===== src/rtl/fft_pkg.sv =====
// Shared constants for the 64-point SDF FFT pipeline sequencer.
// Stage latencies and twiddle taps are derived at elaboration time.
package fft_pkg;

    localparam int NFFT   = 64;
    localparam int LOG2N  = 6;
    localparam int BF_LAT = 1;
    localparam int TW_LAT = 2;

    localparam logic [LOG2N-1:0] TW_MASK = 6'b001101;

    // Feedback delay of stage k (1-based).
    function automatic int stage_dly(input int k);
        return NFFT >> k;
    endfunction

    // Cycles from sample 0 accepted to sample 0 at stage-k input.
    function automatic int stage_lat(input int k);
        int l;
        l = 0;
        for (int j = 1; j < k; j++) begin
            l = l + stage_dly(j) + BF_LAT + (TW_MASK[j-1] ? TW_LAT : 0);
        end
        return l;
    endfunction

    // Token tap that starts the stage-k twiddle address generator.
    function automatic int tw_tap(input int k);
        return stage_lat(k) + stage_dly(k) + BF_LAT - 1;
    endfunction

    localparam int TOTAL_LAT = stage_lat(LOG2N + 1);

endpackage


===== src/rtl/fft_token_delay.sv =====
// One-bit token shift line with synchronous clear.
// Tap i carries the input delayed by i cycles; tap 0 is the input itself.
module fft_token_delay #(
    parameter int LEN = 76
) (
    input  logic           clk_i,
    input  logic           rst_i,
    input  logic           din_i,
    output logic [LEN-1:0] taps_o
);

    logic [LEN-1:1] line_q;

    // Shift frame-start tokens down the line, cleared on reset.
    always_ff @(posedge clk_i) begin
        if (rst_i) begin
            line_q <= '0;
        end else begin
            line_q <= {line_q[LEN-2:1], din_i};
        end
    end

    assign taps_o = {line_q, din_i};

endmodule


===== src/rtl/sdf_fft_ctrl.sv =====
// Central sequencer for the 64-point SDF FFT pipeline.
// Counts samples, tracks frames and drives per-stage mode and twiddle starts.
module sdf_fft_ctrl
    import fft_pkg::*;
(
    input  logic             clk,
    input  logic             rst,
    input  logic             in_valid,
    output logic             in_ready,
    output logic [LOG2N-1:0] bf_sel,
    output logic [LOG2N-1:0] tw_active,
    output logic             out_valid,
    output logic [LOG2N-1:0] out_idx,
    output logic             busy,
    output logic             frame_err
);

    localparam int LEN = TOTAL_LAT + 1;

    localparam logic [0:0] S_IDLE = 1'b0;
    localparam logic [0:0] S_RUN  = 1'b1;

    localparam logic [LOG2N-1:0] LAST = LOG2N'(NFFT - 1);
    localparam logic [LOG2N-1:0] ONE  = LOG2N'(1);

    logic [0:0]       state_q, state_d;
    logic [LOG2N-1:0] cnt_q, cnt_d;
    logic             open_q, open_d;
    logic             err_q, err_d;
    logic             ov_q, ov_d;
    logic [LOG2N-1:0] idx_q, idx_d;
    logic [LOG2N-1:0] hold_q, hold_d;
    logic [LOG2N-1:0] bf_q, bf_d;
    logic [LEN-1:0]   taps;
    logic             start;
    logic             drained;

    assign in_ready = ~rst;
    assign start    = in_valid & ~rst
                    & ((state_q == S_IDLE) | (cnt_q == '0));

    fft_token_delay #(
        .LEN (LEN)
    ) u_tok (
        .clk_i  (clk),
        .rst_i  (rst),
        .din_i  (start),
        .taps_o (taps)
    );

    // Nothing left in flight once this cycle's tokens shift on.
    assign drained = ~|taps[LEN-1:1]
                   & ~(ov_q & (idx_q != LAST));

    for (genvar k = 0; k < LOG2N; k++) begin : g_stage
        localparam int LK = stage_lat(k + 1);
        localparam logic [LOG2N-1:0] OFS = LOG2N'(LK % NFFT);
        localparam logic [LOG2N-1:0] SEL = ONE << (LOG2N - 1 - k);

        logic [LOG2N-1:0] ph_now;
        logic [LOG2N-1:0] ph_nxt;

        assign ph_now    = cnt_q - OFS;
        assign ph_nxt    = cnt_d - OFS;
        assign hold_d[k] = (ph_now == LAST) ? 1'b0
                         : (hold_q[k] | taps[LK]);
        assign bf_d[k]   = hold_d[k] & (|(ph_nxt & SEL));

        if (TW_MASK[k]) begin : g_tw
            localparam int TAP = tw_tap(k + 1);
            assign tw_active[k] = taps[TAP];
        end else begin : g_no_tw
            assign tw_active[k] = 1'b0;
        end
    end

    // Sample counter, frame tracking and run/idle sequencing.
    always_comb begin
        state_d = state_q;
        cnt_d   = cnt_q;
        open_d  = open_q;
        err_d   = err_q;
        if (state_q == S_IDLE) begin
            cnt_d = '0;
            if (start) begin
                state_d = S_RUN;
                cnt_d   = ONE;
            end
        end else begin
            cnt_d = cnt_q + ONE;
            if ((cnt_q == LAST) && !start && drained) begin
                state_d = S_IDLE;
            end
        end
        if (start) begin
            open_d = 1'b1;
        end else if (cnt_q == LAST) begin
            open_d = 1'b0;
        end
        if ((state_q == S_RUN) && (cnt_q != '0) && open_q && !in_valid) begin
            err_d = 1'b1;
        end
    end

    // Output window: opens one cycle after the last stage token tap.
    always_comb begin
        ov_d  = 1'b0;
        idx_d = '0;
        if (taps[TOTAL_LAT-1]) begin
            ov_d  = 1'b1;
            idx_d = '0;
        end else if (ov_q && (idx_q != LAST)) begin
            ov_d  = 1'b1;
            idx_d = idx_q + ONE;
        end
    end

    // State registers with synchronous reset.
    always_ff @(posedge clk) begin
        if (rst) begin
            state_q <= S_IDLE;
            cnt_q   <= '0;
            open_q  <= 1'b0;
            err_q   <= 1'b0;
            ov_q    <= 1'b0;
            idx_q   <= '0;
            hold_q  <= '0;
            bf_q    <= '0;
        end else begin
            state_q <= state_d;
            cnt_q   <= cnt_d;
            open_q  <= open_d;
            err_q   <= err_d;
            ov_q    <= ov_d;
            idx_q   <= idx_d;
            hold_q  <= hold_d;
            bf_q    <= bf_d;
        end
    end

    assign bf_sel    = bf_q;
    assign out_valid = ov_q;
    assign out_idx   = idx_q;
    assign busy      = (state_q == S_RUN);
    assign frame_err = err_q;

endmodule


===== config.mk =====
export PLATFORM = sky130hd
export DESIGN_NAME = sdf_fft_ctrl
export DESIGN_NICKNAME = d
export VERILOG_FILES = /design/src/rtl/fft_pkg.sv /design/src/rtl/fft_token_delay.sv /design/src/rtl/sdf_fft_ctrl.sv
export SDC_FILE = /design/constraint.sdc
export NUM_CORES = 1
export LEC_CHECK = 0
export ABC_AREA = 1
export CAP_MARGIN = 30
export CORE_MARGIN = 2
export CORE_UTILIZATION = 52
export CTS_CLUSTER_DIAMETER = 120
export DETAILED_ROUTE_END_ITERATION = 12
export PLACE_DENSITY = 0.73
export SYNTH_ARGS = -nofsm -noshare
export SYNTH_HDL_FRONTEND = slang
export SYNTH_SLANG_ARGS = --single-unit
export TNS_END_PERCENT = 30

===== constraint.sdc =====
create_clock -name clk -period 1.6 [get_ports clk]
set_input_delay 0.16 -clock clk [delete_from_list [all_inputs] [get_ports clk]]
set_output_delay 0.16 -clock clk [all_outputs]
set_load 0.01 [all_outputs]

==> summary.md <==
| Metric | Value |
|---|---|
| Die Span X | ~90 um |
| Layout cells sized above 1 | 11.6% |
| GP Congestion | 0.832 |
| Post-Place Worst Slack | -7.26 ps |
| Sequential share of power | 59.2% |
| Synth area leader | dfxtp_1 |
| Status | completed |
| Port buffer count | 21 |
| Average wire per standard cell | approximately 10 um |
| Clock Power Share | 36.8% |
| Main area contributors after synthesis | dfxtp_1, nor2_1, inv_1 |
| Antenna Nets Post-Route | 0 |
| Fmax | approximately 630 MHz |
| Hold Path End | cnt_q[4] |
| Worst-path clk slew | 100 ps |
| Final WL | 6.27 mm |
| DP HPWL | about 4.5 mm |
| ANT cells | 0 |
| Number of global-route vias before repair | 2495 |
| Clk_lat worst skew | about 350 ps |
| MaxCap Viol Count | 0 |
| FF-to-FF path depth | 8 |
| Via count | 2680 |
| First-pass GRT wire length | 10.9 mm |
| Final Util | approximately 61% |
| Die H | 89.3 um |
| Cell Area, Synth | 3780 um2 |
| Placed insts | 592 |
| Slew headroom | between 50% and 60% |
| First drt pass iteration count | 4 |
| Core area | roughly 7000 um2 |
| Worst r2r dst | bf_sel[1] |
| # rows | 31 |
| Crit-path max FO | 4 |
| Fin nets | 519 |
| DRC errors left | 0 |
| Syn avg cell area | 7.95 um2 |
| Measured slew at the worst slew-check pin | approximately 630 ps |
| Total GRT Usage | 17.7% |
| Netlist cell types | 33 |
| R2R setup slack | 7 ps |
| Lkg Pwr | about 1.9 nW |
| CP Class | register to register |
| Cts bufs inserted | 9 |
| Power Internal | 3.38 mW |
| Initial drt markers | 120 |
| Finished Cell Area | 4360 um2 |
| Fillcell total | 635 |
| Critical Path AT | 1840 ps |
| Placed Area | about 4100 um2 |
| Clk_skew | 7.15 ps |
| FF-to-FF Start | cnt_q[1] |
| Peak supply drop | 0.744 mV |
| Sequential cell area fraction in the yosys report | 54.5% |
| Worst Setup End Kind | register |
| Final Hold Viols | 0 |
| Initial Util | 53.0% |
| # setup viols final | 0 |
| Largest net degree at the start of global routing | 71 |
| Die area | roughly 8000 um2 |
| Yosys top cell area share | between 50% and 60% |
| CTS Sinks | between 100 and 150 |
| CTS tree | yes |
| Fin crit period | 1590 ps |
| Total gr overflow | 0 |
| Hold buffers post-CTS | 0 |
| Clock buffer depth | 2 |
| Comb pwr share | under 10% |
| Worst setup margin | 7.45 ps |
| Critical Path Source Type | register |
| Area growth syn-to-layout | 15.2% |
| Worst Hold Class | input pin to register |
| PwrDens | 1000 nW/um2 |
| Switching Fraction | 22.8% |
| H-tree depth | 3 |
| Initial antenna violation count | 0 |
| Top Ports | 25 |
| Fin crit share | approximately 100% |
| YS warnings | 0 |
| Worst Hold Launch | rst |
| Slew Limit Fails | 0 |
| Vias per std cell | 4.40 |
| Yosys reg bits | 103 |
| NetSw | about 1 mW |
| Min-Delay Path Depth | 3 |
| Non-filler instance count after layout | 609 |
| WP data required | 1850 ps |
| Synthesized instance count | approximately 480 |
| Root buffer selected by CTS | clkbuf_8 |
## worst max-delay path by stage
| stage | end | startpoint | cells after the start | slack, ps |
|---|---|---|---|---|
| 6_report | bf_sel[1] | cnt_q[1] | 8 | 7 |
| 5_1_grt | bf_sel[1] | cnt_q[1] | 8 | -10 |
| 4_1_cts | bf_sel[1] | cnt_q[1] | 8 | 9 |
| 3_5_place_dp | bf_sel[1] | cnt_q[1] | 8 | -7 |
| 3_3_place_gp | bf_sel[1] | cnt_q[1] | 8 | 40 |
| 2_1_floorplan | bf_sel[1] | cnt_q[1] | 8 | 20 |
## worst max-delay path: stages, from the launching register on
cell and delay, ps:
dfxtp_4 370, buf_4 140, ha_4 170, or2_4 260, nand3_2 80, ha_2 180, o21ai_2 60, xnor2_1 190
nor2_1 70
## cells in the mapped netlist
library cell	number
o21ai_0	6
nand3_2	2
nor2_2	2
nand2_2	4
dfxtp_1	103
inv_1	97
nand3_4	1
buf_1	2
a21boi_2	1
nor2_1	137
nor2_4	1
buf_6	2
nand3_1	20
or2_2	4
buf_2	1
o211ai_2	1
o22ai_1	1
xnor2_1	3
nor3_1	4
ha_1	11
conb_1	1
nand2_1	40
buf_4	7
o21ai_2	1
a21oi_1	6
xor2_1	3
clkbuf_1	6
nor3b_1	1
and2_1	1
nor3_2	1
or2_1	1
clkinv_1	1
nand4_1	4
## cell usage in the layout (no fill, tap or decap), types with 4 or more instances in the layout
master           netlist  routed
nor2_1               137     137
dfxtp_1              103      99
inv_1                 97      96
nand2_1               40      40
nand3_1               20      19
clkdlybuf4s50_1        0      19
buf_4                  7      13
clkbuf_8               0       9
ha_1                  11       8
a21oi_1                6       6
o21ai_0                6       5
nand2_2                4       4
or2_2                  4       4
nand4_1                4       4
nor3_1                 4       4
## cells by family after synthesis
kind of cell             Yosys count  share of synthesized area, %
other                              1                        0.0991
adder cells (fa/ha/maj)           11                          3.64
buffers and inverters            116                          12.6
flip-flops                       103                          54.5
AO/OA/AOI/OAI                     16                          2.61
XOR/XNOR                           6                          1.39
AND/OR/NAND/NOR                  223                          25.1
## metrics by stage
stage | hold slack, ps | power [mW] | TNS, ps
6_report | 219 | 4.38 | 0
3_3_place_gp | 406 | 2.81 | 0
4_1_cts | 208 | 4.43 | 0
2_1_floorplan | 316 | 2.77 | 0
3_5_place_dp | 411 | 2.82 | -7.26
5_1_grt | 212 | 4.57 | -13.8
## registers in the layout, indices dropped and copies added, names as in the netlist
register,count
out_idx,6
out_valid,1
open_q,1
cnt_q,6
hold_q,6
u_tok.line_q,75
busy,1
bf_sel,6
frame_err,1
## repair_timing
action,CTS,global route
setup endpoints to repair,1,9
resized for setup,3,11
endpoints found under the hold margin,0,0
pin swaps,1,1
buffers inserted,1,0
## layer usage
| metal | part of all wire [%] | GRT usage, % |
|---|---|---|
| met4 | 1.9 | 7.33 |
| met3 | 3.5 | 4.89 |
| met2 | 48 | 29.6 |
| met5 | 0 | 0 |
| met1 | 46 | 21.6 |
## power by group through the flow
stage	logic (mW)	clock network, mW	registers, mW
2_1_floorplan	0.120	0	2.65
3_3_place_gp	0.166	0	2.65
3_5_place_dp	0.170	0	2.65
4_1_cts	0.173	1.67	2.59
5_1_grt	0.199	1.78	2.59
6_report	0.176	1.61	2.59
## area by class of cell
cell class	count	area, um2	area share (%)
inverter	98	368	8.44
sequential	103	2070	47.5
clock inverter	7	78.8	1.81
timing repair buffer	34	305	7.00
multi-input combinational	259	1290	29.6
tap	99	124	2.84
clock buffer	9	124	2.84
Power figures use the tool's default switching activity.
